### src/rtl/state_replayer.sv
// Replays the 512-byte sniffer snapshot as an ordered stream of CPU register commands.
// Optional APU register replay is built only when STATE_REPLAYER_APU_EN is defined.
module state_replayer #(
    parameter logic [8:0]  OAM_BASE   = 9'h000,
`ifdef STATE_REPLAYER_APU_EN
    parameter logic [8:0]  APU_BASE   = 9'h100,
`endif
    parameter logic [8:0]  PPU_BASE   = 9'h118,
    parameter int unsigned GAP_CYCLES = 0
) (
    input  logic        clk,
    input  logic        reset_n,
    input  logic        start,
    input  logic        abort,
    output logic        busy,
    output logic        done,
    output logic [8:0]  rd_addr,
    input  logic [7:0]  rd_data,
    output logic        cmd_valid,
    input  logic        cmd_ready,
    output logic [15:0] cmd_addr,
    output logic [7:0]  cmd_data,
    output logic        cmd_rw
);

`ifdef STATE_REPLAYER_APU_EN
    localparam logic [8:0] LAST_IDX = 9'd284;
`else
    localparam logic [8:0] LAST_IDX = 9'd262;
`endif

    typedef enum logic [2:0] {S_IDLE, S_FETCH, S_LATCH, S_OFFER, S_GAP} state_t;

    typedef struct packed {
        logic        fetch;
        logic        rw;
        logic [15:0] addr;
        logic [8:0]  saddr;
    } step_t;

    // Maps a sequence index to its CPU address and, for fetched commands, the snapshot byte.
    function automatic step_t decode(input logic [8:0] idx);
        step_t s;
        s = '0;
        if (idx == 9'd0 || idx == 9'd260) begin
            s.rw   = 1'b1;
            s.addr = 16'h2002;
        end else if (idx == 9'd1) begin
            s.addr = 16'h2003;
        end else if (idx <= 9'd257) begin
            s.fetch = 1'b1;
            s.addr  = 16'h2004;
            s.saddr = OAM_BASE + {1'b0, 8'(idx - 9'd2)};
        end else if (idx == 9'd258) begin
            s.fetch = 1'b1;
            s.addr  = 16'h2000;
            s.saddr = PPU_BASE;
        end else if (idx == 9'd259) begin
            s.fetch = 1'b1;
            s.addr  = 16'h2001;
            s.saddr = PPU_BASE + 9'd3;
        end else if (idx == 9'd261) begin
            s.fetch = 1'b1;
            s.addr  = 16'h2005;
            s.saddr = PPU_BASE + 9'd1;
        end else if (idx == 9'd262) begin
            s.fetch = 1'b1;
            s.addr  = 16'h2005;
            s.saddr = PPU_BASE + 9'd2;
        end
`ifdef STATE_REPLAYER_APU_EN
        else if (idx <= 9'd282) begin
            s.fetch = 1'b1;
            s.addr  = 16'h4000 + {11'd0, 5'(idx - 9'd263)};
            s.saddr = APU_BASE + {4'd0, 5'(idx - 9'd263)};
        end else if (idx == 9'd283) begin
            s.fetch = 1'b1;
            s.addr  = 16'h4015;
            s.saddr = APU_BASE + 9'd21;
        end else if (idx == 9'd284) begin
            s.fetch = 1'b1;
            s.addr  = 16'h4017;
            s.saddr = APU_BASE + 9'd23;
        end
`endif
        return s;
    endfunction

    state_t     r_state;
    logic [8:0] r_idx;
    logic [7:0] r_gap;

    logic [8:0] w_load_idx;
    step_t      w_ld;
    logic       w_load;

    assign w_load_idx = (r_state == S_IDLE) ? 9'd0 : r_idx + 9'd1;
    assign w_ld       = decode(w_load_idx);
    assign w_load     = (r_state == S_IDLE && start)
                     || (r_state == S_OFFER && cmd_ready && r_idx != LAST_IDX && GAP_CYCLES == 0)
                     || (r_state == S_GAP && r_gap == 8'd0);

    always_ff @(posedge clk) begin
        if (!reset_n) begin
            r_state   <= S_IDLE;
            r_idx     <= '0;
            r_gap     <= '0;
            busy      <= 1'b0;
            done      <= 1'b0;
            rd_addr   <= '0;
            cmd_valid <= 1'b0;
            cmd_addr  <= '0;
            cmd_data  <= '0;
            cmd_rw    <= 1'b0;
        end else begin
            done <= 1'b0;
            case (r_state)
                S_IDLE:  ;
                S_FETCH: r_state <= S_LATCH;
                S_LATCH: begin
                    cmd_data  <= rd_data;
                    cmd_valid <= 1'b1;
                    r_state   <= S_OFFER;
                end
                S_OFFER: begin
                    if (cmd_ready) begin
                        cmd_valid <= 1'b0;
                        if (r_idx == LAST_IDX) begin
                            done    <= 1'b1;
                            busy    <= 1'b0;
                            r_state <= S_IDLE;
                        end else if (GAP_CYCLES != 0) begin
                            r_gap   <= 8'(GAP_CYCLES - 1);
                            r_state <= S_GAP;
                        end
                    end
                end
                S_GAP:   if (r_gap != 8'd0) r_gap <= r_gap - 8'd1;
                default: r_state <= S_IDLE;
            endcase

            // Address/rw are loaded while cmd_valid is low, so a fetched command only adds data later.
            if (w_load) begin
                r_idx    <= w_load_idx;
                busy     <= 1'b1;
                cmd_addr <= w_ld.addr;
                cmd_rw   <= w_ld.rw;
                if (w_ld.fetch) begin
                    rd_addr <= w_ld.saddr;
                    r_state <= S_FETCH;
                end else begin
                    cmd_data  <= 8'h00;
                    cmd_valid <= 1'b1;
                    r_state   <= S_OFFER;
                end
            end

            if (busy && abort) begin
                r_state   <= S_IDLE;
                busy      <= 1'b0;
                done      <= 1'b0;
                cmd_valid <= 1'b0;
            end
        end
    end

endmodule

### config.mk
export PLATFORM = sky130hd
export DESIGN_NAME = state_replayer
export DESIGN_NICKNAME = d
export VERILOG_FILES = /design/src/rtl/state_replayer.sv
export SDC_FILE = /design/constraint.sdc
export NUM_CORES = 1
export LEC_CHECK = 0
export ABC_AREA = 1
export ABC_CLOCK_PERIOD_IN_PS = 2600
export CAP_MARGIN = 20
export CORE_ASPECT_RATIO = 0.5
export CORE_MARGIN = 5
export CORE_UTILIZATION = 50
export DETAILED_ROUTE_END_ITERATION = 12
export PLACE_DENSITY_LB_ADDON = 0.08
export SETUP_SLACK_MARGIN = 0.4
export SYNTH_ARGS = -nofsm -noshare
export SYNTH_HDL_FRONTEND = slang
export SYNTH_SLANG_ARGS = --single-unit
### constraint.sdc
create_clock -name clk -period 2.6 [get_ports clk]
set_input_delay 0.78 -clock clk [delete_from_list [all_inputs] [get_ports clk]]
set_output_delay 0.78 -clock clk [all_outputs]
set_load 0.02 [all_outputs]
After elaboration in Yosys (flattened, before gate mapping)
Index checks and enable logic that the tools add are counted.

Flip-flop bits (word level): 57. Input bits: 13. Output and inout port bits: 37. Word-level logic and storage cells: 89.

$add $sub $neg: 3. Equal/unequal tests: 15. Reductions and logical operators: 22. Bitwise operators: 3. Multiplexer cells: 35. $lt $le $gt $ge: 1.

Operators with widths (count): $mux 23 (5); $eq 9x9->1 const B (6); $mux 9 (3); $mux 8 (3); $mux 1 (16); $mux 16 (1); $mux 14 (1); $pmux 3 s4 (1); $add 9x1->9 const B (1); $eq 9x1->1 const B (1); $le 9x9->1 const B (1); $logic_not 9->1 (1); $mux 3 (3); $ne 9x9->1 const B (1); $logic_not 8->1 (1); $reduce_bool 8->1 (1); $sub 8x1->8 const B (1); $sub 8x2->8 const B (1); $eq 3x2->1 const B (2); $reduce_and 3->1 (2); $reduce_bool 2->1 (3); $logic_and 1x1->1 (5); $reduce_and 2->1 (2); $reduce_or 2->1 (2); 11 further kinds (15).

Logic depth before layout (Yosys ltp)
Depth after elaboration: 12. Mapped depth: 18.

Least setup slack after synthesis
Ideal clock, no wire load.

Path type: register to register. Start point: register r_idx[0]. End point: register rd_addr[7]. Setup slack: 398 ps. Library setup time: 114 ps. Required time: 2486 ps. Clock period less this slack: 2202 ps. Arrival time: 2088 ps. Cell stages (with the launch flop): 17. Cell sequence: dfxtp_1 -> inv_1 -> ha_1 -> inv_1 -> nand2_1 -> ha_1 -> nand4_1 -> nand3b_1 -> inv_1 -> nor2_1 -> nor2_2 -> nand2_4 -> nand2_4 -> buf_6 -> nand2_1 -> nand2_1 -> nor2_2.

Cells in the longest elaborated chain, start to end: 11.

RTL lines: start: declaration (RTL line 90) `logic [8:0] r_idx;`; start signal: assignment (RTL line 144) `r_idx <= w_load_idx;`; $add 9x1->9 (RTL line 97) `assign w_load_idx = (r_state == S_IDLE) ? 9'd0 : r_idx + 9'd1;`; $mux 9 (RTL line 97); $eq 9x9->1 (RTL line 66) `end else if (idx == 9'd262) begin`; $mux 1 (RTL line 66); $mux 1 (RTL line 62) `end else if (idx == 9'd261) begin`; $mux 1 (RTL line 58) `end else if (idx == 9'd259) begin`; $mux 1 (RTL line 54) `end else if (idx == 9'd258) begin`; $mux 1 (RTL line 50) `end else if (idx <= 9'd257) begin`; $mux 1 (RTL line 48) `end else if (idx == 9'd1) begin`; $mux 1 (RTL line 45) `if (idx == 9'd0 || idx == 9'd260) begin`; $reduce_and 2->1 (no line); end signal: assignment (RTL line 149) `rd_addr <= w_ld.saddr;`; end: declaration (RTL line 17) `output logic [8:0] rd_addr,`.

Parallel ways exist; a longest one is shown, timed or not. A chain may end at the register's enable or synchronous reset.

Final worst setup path
Start point: register r_idx[1]. End point: register rd_addr[7].

Same word-level chain as after synthesis.

==> metrics.md <==
| Metric | Value |
|---|---|
| Yosys cell types | `29` |
| Gr ovfl total | `0` |
| Tcrit/Tclk final | `84.0%` |
| Syn_area_per_cell | `6.73 um^2` |
| Cells after synthesis | `332` |
| Area Overhead vs Synth | `41.7%` |
| Synthesized cell area | `around 2200 um^2` |
| Clk buf depth | `2` |
| Fill count | `331` |
| PwrDens | `1190 nW/um^2` |
| Lkg Pwr | `1.43 nW` |
| RR Startpoint | `r_idx[1]$_SDFFE_PN0N_` |
| WL/cell | `around 15 um` |
| Rows | `17` |
| Via count | `2318` |
| Iter 0 DRT Violations | `231` |
| Final Hold Viols | `0` |
| First-pass GRT wire length | `9.42 mm` |
| Worst-path maximum fanout | `8` |
| DP HPWL | `4.05 mm` |
| Register bit total from synthesis | `36` |
| Worst-path clk slew | `70 ps` |
| Vias in the first global route | `2039` |
| Worst setup EP type | `flop` |
| WHS Endpoint | `cmd_addr[0]$_SDFFE_PN0N_` |
| Setup_tns | `0 ps` |
| Share of cells above drive strength 1 | `26.5%` |
| Internal | `1.92 mW` |
| Die X | `105 um` |
| Setup slack, reg-to-reg | `between 400 and 500 ps` |
| Worst Path Class, Setup | `flop to flop` |
| Setup violations, final | `0` |
| Core area | `4360 um^2` |
| Share of power burned in registers | `roughly 23%` |
| Minimum clock period | `approximately 2200 ps` |
| Clock power share | `11.7%` |
| Clock Skew | `slightly above 3 ps` |
| CTS tree | `yes` |
| R2R Path End | `rd_addr[7]$_SDFFE_PN0P_` |
| Post-DP Area | `2650 um^2` |
| Setup crit start kind | `flop` |
| Clock root cell | `clkbuf_8` |
| Slowest cell on crit path | `dfxtp_4` |
| Sequential area share after synthesis | `32.3%` |
| Min-delay src | `cmd_addr[0]$_SDFFE_PN0N_` |
| YS warnings | `0` |
| HP Class | `flop to flop` |
| Num CTS Buffers | `5` |
| Final Cell Area | `3170 um^2` |
| Max-cap violations | `0` |
| Largest net degree at the start of global routing | `20` |
| Max Slew Vio Count | `0` |
| WL final | `6.47 mm` |
| Worst EP arrival | `between 2000 and 2500 ps` |
| Drc violations | `0` |
| Crit path top cell by count | `nand2_4` |
| Gpl congestion | `0.837` |
| CP Cell Sequence | `ha_4 -> nand2_4 -> nor2_4 -> buf_6 -> a21oi_4 -> nand2_4 -> nand2_4 -> nor2_4 -> buf_6 -> nand2_4 -> nor2_4 -> nor2_4 -> nand2_4 -> nand2_8 -> nor2_1 -> nor2_2` |
| WP data required | `2800 ps` |
| H-tree Lvls | `2` |
| Die Area | `about 6000 um^2` |
| Initial antenna violation count | `0` |
| TritonRoute pass-1 iters | `5` |
| Peak VDD IR | `0.000607 V` |
| Num ports | `50` |
| GRT Total Usage | `19.1%` |
| # clock sinks | `36` |
| Status | `finished, final reports clean` |
| Worst slew pin tran | `roughly 520 ps` |
| R2R cell count | `16` |
| Sw Ratio | `49.2%` |
| Detail Route Antenna Nets | `0` |
| Initial cell density of the core | `approximately 51%` |
| PortBufs | `37` |
| Max incr delay on CP | `380 ps` |
| RSZ-0062 raised after global routing | `yes` |
| Nets | `409` |
| Clock latency on the worst-skew pair | `300 ps` |
| Die height | `57.3 um` |
| Logic pwr share | `about two thirds` |
| Max_slew headroom | `~65%` |
| Ant. Diodes | `0` |
| Worst hold stages | `2` |
| FMAX | `458 MHz` |
| Sw Pwr | `~1.9 mW` |
| Vias/cell | `5.20` |
## through the flow
stage / hold slack [ps] / power, mW / instances / worst slack (ps) / util, %
CTS: 484 / 3.27 / 437 / 415 / 65.1
finish: 474 / 3.78 / 446 / 415 / 72.6
floorplan: 489 / 2.21 / 343 / 451 / -
detailed placement: 466 / 2.74 / 426 / 120 / 60.8
global route: 516 / 4.05 / 446 / 287 / 72.6
global placement: 453 / 2.71 / 426 / 129 / 60.8
## power groups by stage
stage | registers [mW] | logic, mW | clock network, mW
final | 0.854 | 2.48 | 0.441
after global routing | 0.875 | 2.70 | 0.473
after CTS | 0.841 | 1.97 | 0.451
after detailed placement | 0.849 | 1.89 | 0
after global placement | 0.842 | 1.87 | 0
after floorplan | 0.966 | 1.24 | 0
## flip-flops by register name, indices dropped and copies added (netlist names)
| signal | count |
|---|---|
| cmd_addr | 4 |
| cmd_valid | 1 |
| done | 1 |
| rd_addr | 9 |
| r_idx | 9 |
| cmd_data | 8 |
| busy | 1 |
| cmd_rw | 1 |
| r_state | 2 |
## critical path: cells and delay by family (launching register included)
family / cells / cell delay, ps
flip-flops: 1 / 380
AO/OA/AOI/OAI: 1 / 50
buffers and inverters: 2 / 280
AND/OR/NAND/NOR: 12 / 1180
adder cells (fa/ha/maj): 1 / 180
## cells by family after synthesis
family          synth area share (%)
xor+xnor                        1.57
fa+ha+maj                       3.92
simple gates                    36.3
compound gates                  8.29
buf+inv                         13.9
flops                           32.3
other cells                    0.168
mux                             3.58
## cell type report
| cell class | count | area, um^2 | area share (%) |
|---|---|---|---|
| clock buffer | 7 | 96.3 | 3.04 |
| multi-input combinational | 242 | 1540 | 48.5 |
| sequential | 36 | 734 | 23.2 |
| tap | 57 | 71.3 | 2.25 |
| timing repair buffer | 59 | 547 | 17.3 |
| inverter | 45 | 181 | 5.73 |
## how the worst max path moves through the flow
stage | startpoint | endpoint | depth (start not counted)
6_report | r_idx[1]$_SDFFE_PN0N_ | rd_addr[7]$_SDFFE_PN0P_ | 16
5_1_grt | r_idx[1]$_SDFFE_PN0N_ | rd_addr[5]$_SDFFE_PN0P_ | 15
4_1_cts | cmd_ready | rd_addr[3]$_SDFFE_PN0P_ | 10
3_5_place_dp | r_state[1]$_SDFFE_PP0P_ | cmd_data[1]$_SDFF_PN0_ | 13
3_3_place_gp | cmd_ready | rd_addr[7]$_SDFFE_PN0P_ | 8
2_1_floorplan | r_idx[0]$_SDFFE_PN0N_ | rd_addr[7]$_SDFFE_PN0P_ | 16
## metal layers
layer / GRT usage, % / routed length (um) / up-vias
met3: 5.42 / 520 / 17
met2: 30.6 / 2890 / 104
met5: 0 / 0 / -
li1: - / - / 1144
met4: 4.43 / 123 / 0
met1: 25.8 / 2940 / 1053
## synth_stat cells (all sizes together)
| master | count | share of area [%] |
|---|---|---|
| xnor2 | 1 | 0.39 |
| nand2 | 81 | 15 |
| o21ai | 14 | 3.1 |
| buf | 16 | 5.5 |
| nand3 | 24 | 6.5 |
| nand3b | 2 | 0.67 |
| clkbuf | 5 | 0.84 |
| xor2 | 3 | 1.2 |
| nor2 | 50 | 9.7 |
| conb | 1 | 0.17 |
| nor3 | 14 | 3.1 |
| a21oi | 15 | 3.5 |
| mux2i | 8 | 3.6 |
| ha | 7 | 3.9 |
| a211oi | 2 | 0.67 |
| dfxtp | 36 | 32 |
| nand4 | 5 | 1.4 |
| o211ai | 2 | 0.67 |
| inv | 45 | 7.6 |
| a31oi | 1 | 0.28 |
## what timing repair did
action / CTS / global route
resized for setup: 17 / 69
setup endpoints to repair: 19 / 26
cloned: 0 / 2
pin swaps: 3 / 24
setup buffers: 4 / 7
hold buffers: 0 / 0
## cells in the final DEF (no fill, tap or decap), types with 4 or more instances in the layout
cell type	count
inv_1	37
mux2i_1	8
dfxtp_1	29
buf_4	19
nor3_1	7
nand2_2	12
dfxtp_2	5
a21oi_1	12
nand4_1	5
nor2_2	4
nand3_1	15
nand3_2	6
clkbuf_8	7
nand2_1	59
ha_4	4
nor2_1	38
nor3_2	7
inv_2	6
nand2_4	9
conb_1	12
o21ai_0	12
clkdlybuf4s50_1	37
nor2_4	8
(Power assumes the default switching activity.)
==> variant: new RTL, same flow settings <==
Compare `r_idx` against `LAST_IDX` with >= in place of ==.
--- a/src/rtl/state_replayer.sv
+++ b/src/rtl/state_replayer.sv
@@ -127,3 +127,3 @@
                         cmd_valid <= 1'b0;
-                        if (r_idx == LAST_IDX) begin
+                        if (r_idx >= LAST_IDX) begin
                             done    <= 1'b1;
Check against the original RTL: same outputs for any inputs over 10 cycles, from zero or initial values and one cycle with reset_n low; that may be too few to reach the edited logic, so the function may still have changed.
==> variant against the unedited design <==
  * Design area fell by 3.2%
  * Power shrank 9.8%
  * Synthesized area up 0.22%
  * Non-clock buffer count fell by 4
  * Wire length fell by 13%
  * Clock power grew 24%
  * Setup slack gained 0.041 ns
  * Sequential cell count unchanged
  * Via count decreased by 7.3%
  * Critical path type unchanged
  * Highest routed layer unchanged
==> variant: results <==
metrics = {
    "hold_path": {
        "hold_depth": 2,
        "holdCritPathClass": "flop to flop",
        "hold_start": "rd_addr[4]",
        "min_to": "rd_addr[4]",
    },
    "layout": {
        "seq_area_um2": 730.7,
        "top_regs": "r_idx: 9 flops, rd_addr: 9 flops, cmd_data: 8 flops",
        "fillers": 365,
        "layout-drive-gt1-share_pct": 26.09,
        "final_cells": 425,
        "antenna_cells": 0,
        "fin_nets": 387,
    },
    "pwr": {
        "p_leak_nw": 1.340,
        "irDropWorstVdd_mv": 0.4989,
        "internal_power_mw": 1.915,
    },
    "synthesis": {
        "synth_cell_types": 35,
        "synth_common_cells": "nand2_1 (67), dfxtp_1 (36), inv_1 (35)",
        "yosysWarnings": 0,
        "synth-async-reset-ratio_pct": 0,
        "ys_seq_area_share_pct": 32.18,
        "netlist_instances": 314,
        "yosys-top-cells-area": "dfxtp_1 (32%), nand2_1 (11%), a21oi_1 (6.0%), inv_1 (5.9%), nand3_2 (5.4%)",
    },
    "sta": {
        "clock_skew_ns": 0.006967,
        "tightest_slew_ns": 0.5634,
        "whs_ns": 0.4470,
    },
    "place": {
        "place_ws_ns": 0.09910,
        "placed_cell_area_um2": 2685,
        "dp.final_hpwl_um": 3932,
        "gp_congestion": 0.9018,
        "port_buffers": 37,
        "dpl.cell_count": 410,
    },
    "setup_path": {
        "r2r-start": "r_idx[1]",
        "cpLargestDelayFamily": "simple AND/OR/NAND/NOR gates",
        "cp_slowest_cell": "dfxtp_2",
        "slowest_delay_ns": 0.37,
        "crit_fanout": 8,
        "reg2regPathDepth": 16,
        "reg2reg_to": "rd_addr[3]",
        "regToRegSetupSlack_ns": 0.46,
        "cp.arrival_ns": 2.34,
    },
    "grt": {
        "track_usage_pct": 18.96,
        "grt_pass1_wl_um": 9384,
        "grt_pass1_vias": 1990,
        "grt_max_degree": 23,
        "antenna_found_initial": 0,
    },
    "clock_network": {
        "htree_levels": 2,
        "clk-insertion-delay-late_ns": 0.29,
        "clk_pin_slew_ns": 0.08,
        "numCtsBuffers": 5,
        "clk_path_buf_depth": 2,
        "cts_root_buf": "clkbuf_8",
    },
    "drt": {
        "wl_per_cell_um": 13.25,
        "drtPass1Iterations": 4,
        "drt_iter0_drc": 106,
        "vias_per_cell": 5.056,
    },
    "status": {
        "status": "finished, final reports clean",
    },
}
## variant: routing by layer
metal | vias to the layer above | share of wire (%) | global-route usage (%) | wire length, um
met5 | - | 0 | 0 | 0
met4 | 0 | 0.83 | 4.372 | 47
met3 | 6 | 9.0 | 5.876 | 508
met2 | 86 | 43 | 29.88 | 2446
met1 | 960 | 47 | 25.70 | 2628
li1 | 1097 | - | - | -
## variant: power groups by stage
| stage | sequential [mW] | clock [mW] | combinational, mW |
|---|---|---|---|
| 6_report | 0.898 | 0.548 | 1.97 |
| 4_1_cts | 0.893 | 0.558 | 1.81 |
| 3_5_place_dp | 0.899 | 0 | 1.74 |
| 3_3_place_gp | 0.895 | 0 | 1.71 |
| 5_1_grt | 0.926 | 0.585 | 2.15 |
| 2_1_floorplan | 1.05 | 0 | 1.02 |
## variant: layout make-up
class	instances	share of cell area [%]
clock inverter	1	0.9792
sequential	36	23.83
multi-input combinational	227	46.59
timing repair buffer	55	17.50
inverter	42	5.630
clock buffer	7	3.142
tap	57	2.326
## variant: cell families after synthesis
group	synth area share, %
buffers and inverters	13.18
DFF	32.18
other	0.1674
and+or+nand+nor	34.30
adders and majority gates	3.910
xor gates and xnor gates	1.956
AOI/OAI and AO/OA	14.30
## variant: how the worst max path moves through the flow
| stage | startpoint | to | slack [ns] |
|---|---|---|---|
| after floorplan | r_idx[0] | rd_addr[1] | 0.40 |
| after global placement | r_idx[0] | cmd_data[4] | 0.15 |
| after detailed placement | cmd_ready | cmd_addr[2] | 0.1 |
| after CTS | r_idx[0] | cmd_data[7] | 0.39 |
| after global routing | r_idx[1] | rd_addr[4] | 0.27 |
| final | r_idx[1] | rd_addr[3] | 0.46 |
## variant: timing repair
item,CTS,global route
pin swaps,7,12
resized for setup,16,39
endpoints found under the setup margin,22,30
buffers inserted,4,3
hold endpoints to repair,0,0
